==> src/rtl/fetch_decode.sv <==
`default_nettype none
// ============================================================================
// Module      : fetch_decode
// Description : Instruction fetch FSM with single-cycle decode into registered
//               control strobes. Optional BEQ branch via FETCH_DECODE_BRANCH_EN.
// Revision    : 1.0  initial release
// ============================================================================
module fetch_decode #(
    parameter int PC_W = 8
) (
    input  logic            clk,
    input  logic            rst_n,
    output logic            imem_req,
    output logic [PC_W-1:0] imem_addr,
    input  logic            imem_ack,
    input  logic [23:0]     imem_data,
    input  logic            stall,
    input  logic            eq_flag,
    output logic            valid,
    output logic            alu_sum,
    output logic            wb,
    output logic            mem_wb,
    output logic            imm_wb,
    output logic            eq_in,
    output logic            lt_in,
    output logic            reset_st,
    output logic            set_st,
    output logic [4:0]      dest,
    output logic [4:0]      source1,
    output logic [4:0]      source2,
    output logic            halted,
    output logic            illegal
);

    localparam logic [3:0] c_OP_NOP   = 4'd0;
    localparam logic [3:0] c_OP_ADD   = 4'd1;
    localparam logic [3:0] c_OP_SUB   = 4'd2;
    localparam logic [3:0] c_OP_LDI   = 4'd3;
    localparam logic [3:0] c_OP_LD    = 4'd4;
    localparam logic [3:0] c_OP_CMPEQ = 4'd5;
    localparam logic [3:0] c_OP_CMPLT = 4'd6;
    localparam logic [3:0] c_OP_SETST = 4'd7;
    localparam logic [3:0] c_OP_CLRST = 4'd8;
    localparam logic [3:0] c_OP_BEQ   = 4'd9;
    localparam logic [3:0] c_OP_JMP   = 4'd10;
    localparam logic [3:0] c_OP_HALT  = 4'd15;

    typedef enum logic [1:0] {
        S_IDLE  = 2'd0,
        S_FETCH = 2'd1,
        S_ISSUE = 2'd2,
        S_HALT  = 2'd3
    } state_t;

    state_t          r_state;
    logic [PC_W-1:0] r_pc;
    logic [PC_W-1:0] r_target;
    logic [3:0]      r_op;
    logic            r_req;
    logic            r_valid;
    logic            r_halted;
    logic            r_illegal;
    logic [7:0]      r_strb;
    logic [4:0]      r_dest;
    logic [4:0]      r_src1;
    logic [4:0]      r_src2;

    logic [3:0]      w_op;
    logic [7:0]      w_strb;
    logic            w_bad;
    logic            w_take;
    logic [PC_W-1:0] w_pc_next;

    assign w_op = imem_data[23:20];

    // Strobe vector order: alu_sum, wb, mem_wb, imm_wb, eq_in, lt_in, reset_st, set_st
    always_comb begin
        w_strb = 8'b0000_0000;
        w_bad  = 1'b0;
        case (w_op)
            c_OP_NOP, c_OP_JMP, c_OP_HALT: w_strb = 8'b0000_0000;
            c_OP_ADD:   w_strb = 8'b1100_0000;
            c_OP_SUB:   w_strb = 8'b0100_0000;
            c_OP_LDI:   w_strb = 8'b0101_0000;
            c_OP_LD:    w_strb = 8'b0110_0000;
            c_OP_CMPEQ: w_strb = 8'b0000_1000;
            c_OP_CMPLT: w_strb = 8'b0000_0100;
            c_OP_SETST: w_strb = 8'b0000_0001;
            c_OP_CLRST: w_strb = 8'b0000_0010;
`ifdef FETCH_DECODE_BRANCH_EN
            c_OP_BEQ:   w_strb = 8'b0000_0000;
`endif
            default:    w_bad  = 1'b1;
        endcase
    end

`ifdef FETCH_DECODE_BRANCH_EN
    assign w_take = (r_op == c_OP_BEQ) && eq_flag;
`else
    logic w_unused_eq;
    assign w_unused_eq = eq_flag;
    assign w_take      = 1'b0;
`endif

    assign w_pc_next = ((r_op == c_OP_JMP) || w_take) ? r_target : r_pc + 1'b1;

    always_ff @(posedge clk or negedge rst_n) begin
        if (!rst_n) begin
            r_state   <= S_IDLE;
            r_pc      <= '0;
            r_target  <= '0;
            r_op      <= c_OP_NOP;
            r_req     <= 1'b0;
            r_valid   <= 1'b0;
            r_halted  <= 1'b0;
            r_illegal <= 1'b0;
            r_strb    <= '0;
            r_dest    <= '0;
            r_src1    <= '0;
            r_src2    <= '0;
        end else begin
            case (r_state)
                S_IDLE: begin
                    r_state <= S_FETCH;
                    r_req   <= 1'b1;
                end
                S_FETCH: begin
                    if (imem_ack) begin
                        r_state  <= S_ISSUE;
                        r_req    <= 1'b0;
                        r_valid  <= 1'b1;
                        r_strb   <= w_strb;
                        r_dest   <= imem_data[19:15];
                        r_src1   <= imem_data[14:10];
                        r_src2   <= imem_data[9:5];
                        r_op     <= w_op;
                        r_target <= imem_data[PC_W-1:0];
                        if (w_bad) begin
                            r_illegal <= 1'b1;
                        end
                    end
                end
                S_ISSUE: begin
                    // Everything holds while the processor stalls.
                    if (!stall) begin
                        r_valid <= 1'b0;
                        r_strb  <= '0;
                        r_pc    <= w_pc_next;
                        if (r_op == c_OP_HALT) begin
                            r_state  <= S_HALT;
                            r_halted <= 1'b1;
                        end else begin
                            r_state <= S_FETCH;
                            r_req   <= 1'b1;
                        end
                    end
                end
                S_HALT: r_state <= S_HALT;
                default: r_state <= S_IDLE;
            endcase
        end
    end

    assign imem_req  = r_req;
    assign imem_addr = r_pc;
    assign valid     = r_valid;
    assign halted    = r_halted;
    assign illegal   = r_illegal;
    assign {alu_sum, wb, mem_wb, imm_wb, eq_in, lt_in, reset_st, set_st} = r_strb;
    assign dest      = r_dest;
    assign source1   = r_src1;
    assign source2   = r_src2;

endmodule
`default_nettype wire

==> config.mk <==
export PLATFORM = sky130hd
export DESIGN_NAME = fetch_decode
export DESIGN_NICKNAME = d
export VERILOG_FILES = /design/src/rtl/fetch_decode.sv
export SDC_FILE = /design/constraint.sdc
export NUM_CORES = 1
export LEC_CHECK = 0
export CAP_MARGIN = 20
export CORE_MARGIN = 2
export CORE_UTILIZATION = 46
export DETAILED_ROUTE_END_ITERATION = 12
export GPL_TIMING_DRIVEN = 0
export PLACE_DENSITY = 0.82
export SLEW_MARGIN = 20
export SYNTH_ARGS = -nofsm -noshare
export SYNTH_HDL_FRONTEND = slang
export SYNTH_SLANG_ARGS = --single-unit
==> constraint.sdc <==
create_clock -name clk -period 2.1 [get_ports clk]
set_clock_uncertainty 0.15 [all_clocks]
set_input_delay 0.21 -clock clk [delete_from_list [all_inputs] [get_ports clk]]
set_output_delay 0.21 -clock clk [all_outputs]
set_load 0.02 [all_outputs]
After elaboration in Yosys (flattened, before gate mapping)
Cells that the tools add are included.
{"block": "word_totals", "out_inout_bits": 35, "reg_bits": 49, "inputBits": 29, "elab_cells": 61}
{"block": "classes", "addsub": 1, "mux": 16, "eq_ne": 18, "reduce_logical": 12, "n_bitwise": 2}
{"op": "$pmux 8 s8", "count": 1}
{"op": "$mux 8", "count": 3}
{"op": "$eq 4x4->1 const B", "count": 5}
{"op": "$eq 4x3->1 const B", "count": 4}
{"op": "$pmux 8 s2", "count": 1}
{"op": "$reduce_or 11->1", "count": 1}
{"op": "$reduce_and 3->1", "count": 3}
{"op": "$add 8x1->8 const B", "count": 1}
{"op": "$eq 4x2->1 const B", "count": 2}
{"op": "$pmux 2 s4", "count": 1}
{"op": "$mux 2", "count": 3}
{"op": "$ne 2x2->1 const B", "count": 3}
{"op": "$reduce_and 2->1", "count": 3}
{"op": "$mux 1", "count": 5}
{"op": "$eq 2x2->1 const B", "count": 2}
{"op": "$eq 4x1->1 const B", "count": 1}
{"op": "$logic_not 4->1", "count": 1}
{"op": "$reduce_and 4->1", "count": 1}
{"op": "$pmux 1 s3", "count": 1}
{"op": "$reduce_bool 3->1", "count": 1}
{"op": "$eq 2x1->1 const B", "count": 1}
{"op": "$logic_not 2->1", "count": 1}
{"op": "$not 1->1", "count": 2}
{"op": "$pmux 1 s2", "count": 1}
{"op": "$reduce_bool 2->1", "count": 1}

Longest topological paths before layout
{"block": "depth", "word_depth": 4, "ltp_mapped": 6, "ltp_nobuf": 5}

Worst setup path before layout
No wires, ideal clock.
{"block": "synth_timing", "path_kind": "reg-to-reg", "start": "register r_state[0]", "end": "register r_pc[0] (netlist: imem_addr[0])", "setup_slack_ps": 532, "setup_ps": 126, "required_ps": 1824, "stages_incl_launch_ff": 4, "n_path_buf": 1, "period_less_slack_ps": 1568, "arrival_time_ps": 1292, "path_cell_list": "dfrtp_1 or3b_1 buf_2 a221o_1"}
{"block": "synth_via", "elab_chain_cells": 2}
{"element": "from (decl)", "line_no": "55", "text": "state_t r_state;"}
{"element": "from (signal assigned)", "line_no": "109", "text": "r_state <= S_IDLE;"}
{"element": "from (signal assigned)", "line_no": "124", "text": "r_state <= S_FETCH;"}
{"element": "from (signal assigned)", "line_no": "129", "text": "r_state <= S_ISSUE;"}
{"element": "$eq 2x2->1", "line_no": "122", "text": "case (r_state)"}
{"element": "$reduce_and 2->1 (no line)"}
{"element": "to (signal assigned)", "line_no": "148", "text": "r_pc <= w_pc_next;"}
{"element": "to (decl)", "line_no": "56", "text": "logic [PC_W-1:0] r_pc;"}
Every way passes these cells.
A chain may end at the register's enable or synchronous reset.

Worst setup path after layout
{"block": "layout_timing", "start": "register r_state[1]", "end": "register r_strb[4]"}
{"block": "layout_via", "elab_chain_cells": 3, "word_cells_on_any_way": 7, "classes_between": "4 x eq/ne; 1 x mux; 2 x reduce/logical"}
{"element": "$eq 2x2->1 or $eq 2x1->1 (tied branches)", "line_no": "122"}
{"element": "$ne 2x2->1 (no line) or $reduce_bool 2->1 (tied branches)"}
{"element": "$reduce_and 3->1 (no line)"}
{"element": "to (signal assigned)", "line_no": "132", "text": "r_strb <= w_strb;"}
{"element": "to (decl)", "line_no": "63", "text": "logic [7:0] r_strb;"}
Parallel ways exist; a longest one is shown, timed or not.

==> impl_metrics.json <==
{
  "yosysSeqAreaShare": 0.5757,
  "core_area_mm2": 0.004086,
  "synth_cell_types": 35,
  "clk_latency_ns": 0.31,
  "ys.flop_type": "dfrtp_1",
  "viasPerCell": 5.337,
  "drt-total-wl_um": 4923,
  "cts.sinks": 46,
  "power.share.sequential": 0.401,
  "grt_usage": 0.2132,
  "syn_avg_cell_area_um2": 9.300,
  "start_util": 0.4893,
  "cts_tree": "built",
  "p_leak_uw": 0.001278,
  "fmax_mhz": 550.7,
  "syn_inst": 215,
  "switching_share": 0.3901,
  "synth_edf_count": 0,
  "vdd_ir_drop_max_mv": 0.8707,
  "arrival_ns": 1.86,
  "drc": 0,
  "pwr-share-clk": 0.145,
  "ys_warn_count": 0,
  "whs_path_depth": 3,
  "antenna_found_initial": 0,
  "vias": 1788,
  "overflow": 0,
  "post-cts-setup-buffer-count": 0,
  "startpoint_type": "register",
  "hold_buffers": 1,
  "slew_violations": 0,
  "fin_cells": 335,
  "synth-compound-area-share": 0.1258,
  "htreeDepth": 2,
  "setup_viol_count_final": 0,
  "fin_nets": 314,
  "outcome": "completed",
  "tns_ns": 0,
  "antenna_left": 0,
  "comb_power_share": 0.453,
  "placedCellCount": 326,
  "switchingPower_uw": 1528,
  "die-height_um": 69.93,
  "grt_max_degree": 28,
  "worstSetupEndpointType": "register",
  "synth_fa_ha_area_frac": 0.006258,
  "synthArstFlopShare": 1.000,
  "row_count": 23,
  "synth.area.mux_share": 0.005006,
  "area_growth_pct": 38.99,
  "cts_resized": 0,
  "reg2regPathDepth": 3,
  "synth_top_family_by_area": "simple AND/OR/NAND/NOR gates",
  "multi_input_area_um2": 767.0,
  "cp.required_ns": 2.14,
  "relSlewSlack": 0.5521,
  "layout-drive-gt1-share": 0.07018,
  "place_hpwl_um": 3538,
  "syn_nets": 245,
  "grt_first_pass_wirelength_um": 8190,
  "rsz0062_at_grt": "no",
  "worst-path-max-fanout": 10,
  "min_period_ns": 1.816,
  "diodes": 0,
  "powerDensity_mw_per_mm2": 1409,
  "p_int_uw": 2389,
  "nFillCells": 337,
  "grt_pass1_vias": 1835,
  "crit_type": "register to register",
  "seqCellArea_mm2": 0.001151,
  "total_power_uw": 3916,
  "cts_buffer_depth": 2,
  "ys_ff_latch": 46,
  "syn_area_mm2": 0.001999,
  "firstDrtPassIters": 4,
  "synth-simple-area-share": 0.2422,
  "place_congestion": 0.8393,
  "drv_cap": 0,
  "numPortBuffers": 60,
  "fp.dieW_um": 69.93,
  "io_pins": 64,
  "tightest_slew_ns": 0.6689,
  "clk_pin_slew_ns": 0.09,
  "holdWs_ns": 0.08848,
  "synthXorXnorAreaFrac": 0.004380,
  "drtIter0Drc": 144,
  "hp-class": "primary input to register",
  "clock-root-buffer": "clkbuf_8",
  "finalHoldViolations": 0,
  "numCtsBuffers": 5,
  "fin_crit_sh": 0.8646,
  "dieArea_mm2": 0.004890,
  "routedWlPerCell_um": 14.70
}
cells in the final DEF, fill, tap and decap left out, types with 2 or more instances in the layout:
| cell type | netlist | layout |
|---|---|---|
| nand2_1 | 83 | 83 |
| buf_4 | 3 | 3 |
| o22ai_1 | 3 | 3 |
| nand3_1 | 7 | 7 |
| inv_1 | 4 | 4 |
| o2bb2ai_1 | 3 | 3 |
| nand3b_1 | 2 | 2 |
| clkbuf_1 | 5 | 6 |
| clkbuf_8 | 0 | 6 |
| nor2_1 | 6 | 6 |
| a31oi_1 | 2 | 2 |
| dfrtp_1 | 46 | 46 |
| nand4_1 | 2 | 2 |
| a2bb2oi_1 | 2 | 2 |
| o21ai_0 | 6 | 6 |
| clkdlybuf4s50_1 | 0 | 59 |
| buf_2 | 5 | 6 |
| a21oi_1 | 13 | 13 |
| nand2b_1 | 3 | 3 |
| a32o_1 | 3 | 3 |
registers in the layout, indices dropped and copies added (netlist names):
register and count:
source1 5, source2 3, imem_addr 8, halted 1, illegal 1, dest 5
r_strb 8, imem_req 1, valid 1, r_state 2, r_target 7, r_op 4
metrics by stage:
stage	instance area [µm²]	setup WS [ns]	utilization
4_1_cts	2779	0.2854	0.6800
3_3_place_gp	2663	-0.5782	0.6516
5_1_grt	2779	0.1354	0.6800
2_1_floorplan	1999	0.5320	-
3_5_place_dp	2678	0.06774	0.6552
6_report	2779	0.2842	0.6800
path summary, 6_finish.rpt:
path	startpoint	endpoint	slack (ns)
min	imem_data[22]	r_op[2]$_DFFE_PN0P_	0.09
max reg2reg	r_state[1]$_DFFE_PN0P_	r_strb[4]$_DFFE_PN0P_	0.28
max	r_state[1]$_DFFE_PN0P_	r_strb[4]$_DFFE_PN0P_	0.28
min reg2reg	illegal$_DFFE_PN0P_	illegal$_DFFE_PN0P_	0.32
min in group asynchronous	rst_n	r_strb[6]$_DFFE_PN0P_	0.23
max in group asynchronous	rst_n	r_op[3]$_DFFE_PN0P_	1.06
synth_stat cells, drive strengths merged, types with 2 or more instances:
| cell type | number | share of area |
|---|---|---|
| nand2 | 83 | 0.16 |
| dfrtp | 46 | 0.58 |
| a21oi | 13 | 0.033 |
| buf | 8 | 0.024 |
| nand3 | 7 | 0.018 |
| nor2 | 7 | 0.014 |
| o21ai | 6 | 0.015 |
| clkbuf | 5 | 0.0094 |
| inv | 4 | 0.0075 |
| a32o | 3 | 0.015 |
| nand2b | 3 | 0.0094 |
| o22ai | 3 | 0.0094 |
| o2bb2ai | 3 | 0.013 |
| a2bb2oi | 2 | 0.0088 |
| a31oi | 2 | 0.0063 |
| nand3b | 2 | 0.0075 |
| nand4 | 2 | 0.0063 |
| nor3 | 2 | 0.0075 |
power by group through the flow:
| stage | registers [µW] | logic (µW) | clock network, µW |
|---|---|---|---|
| after CTS | 1570 | 1790 | 568 |
| final | 1570 | 1780 | 570 |
| after global placement | 1560 | 1730 | 0 |
| after floorplan | 1840 | 657 | 0 |
| after detailed placement | 1580 | 1790 | 0 |
| after global routing | 1630 | 1930 | 599 |
logic make-up after synthesis:
family                   count (synthesis)
multiplexers                             1
AO/OA/AOI/OAI                           38
AND/OR/NAND/NOR                        111
flip-flops                              46
adder cells (fa/ha/maj)                  1
buffers and inverters                   17
XOR/XNOR                                 1
cell type report:
| cell class | count | share of cell area |
|---|---|---|
| Inverter | 4 | 0.005403 |
| Clock buffer | 7 | 0.03107 |
| Tap cell | 50 | 0.02251 |
| Buffer | 13 | 0.02386 |
| Multi-Input combinational cell | 152 | 0.2760 |
| Sequential cell | 46 | 0.4142 |
| Timing Repair Buffer | 62 | 0.2251 |
| Clock inverter | 1 | 0.001801 |
worst max-delay path, cell delays in order (launching register included):
cell and delay, ns:
dfrtp_1 0.48, nor3b_2 0.62, nor2_2 0.19, a32o_1 0.26
routing by layer:
metal  GRT usage  share of wire
met1      0.2635           0.43
met2      0.3513           0.49
met3     0.04618          0.058
met4      0.1090          0.021
met5           0              0
No activity file was read; power rests on OpenSTA's default activity.
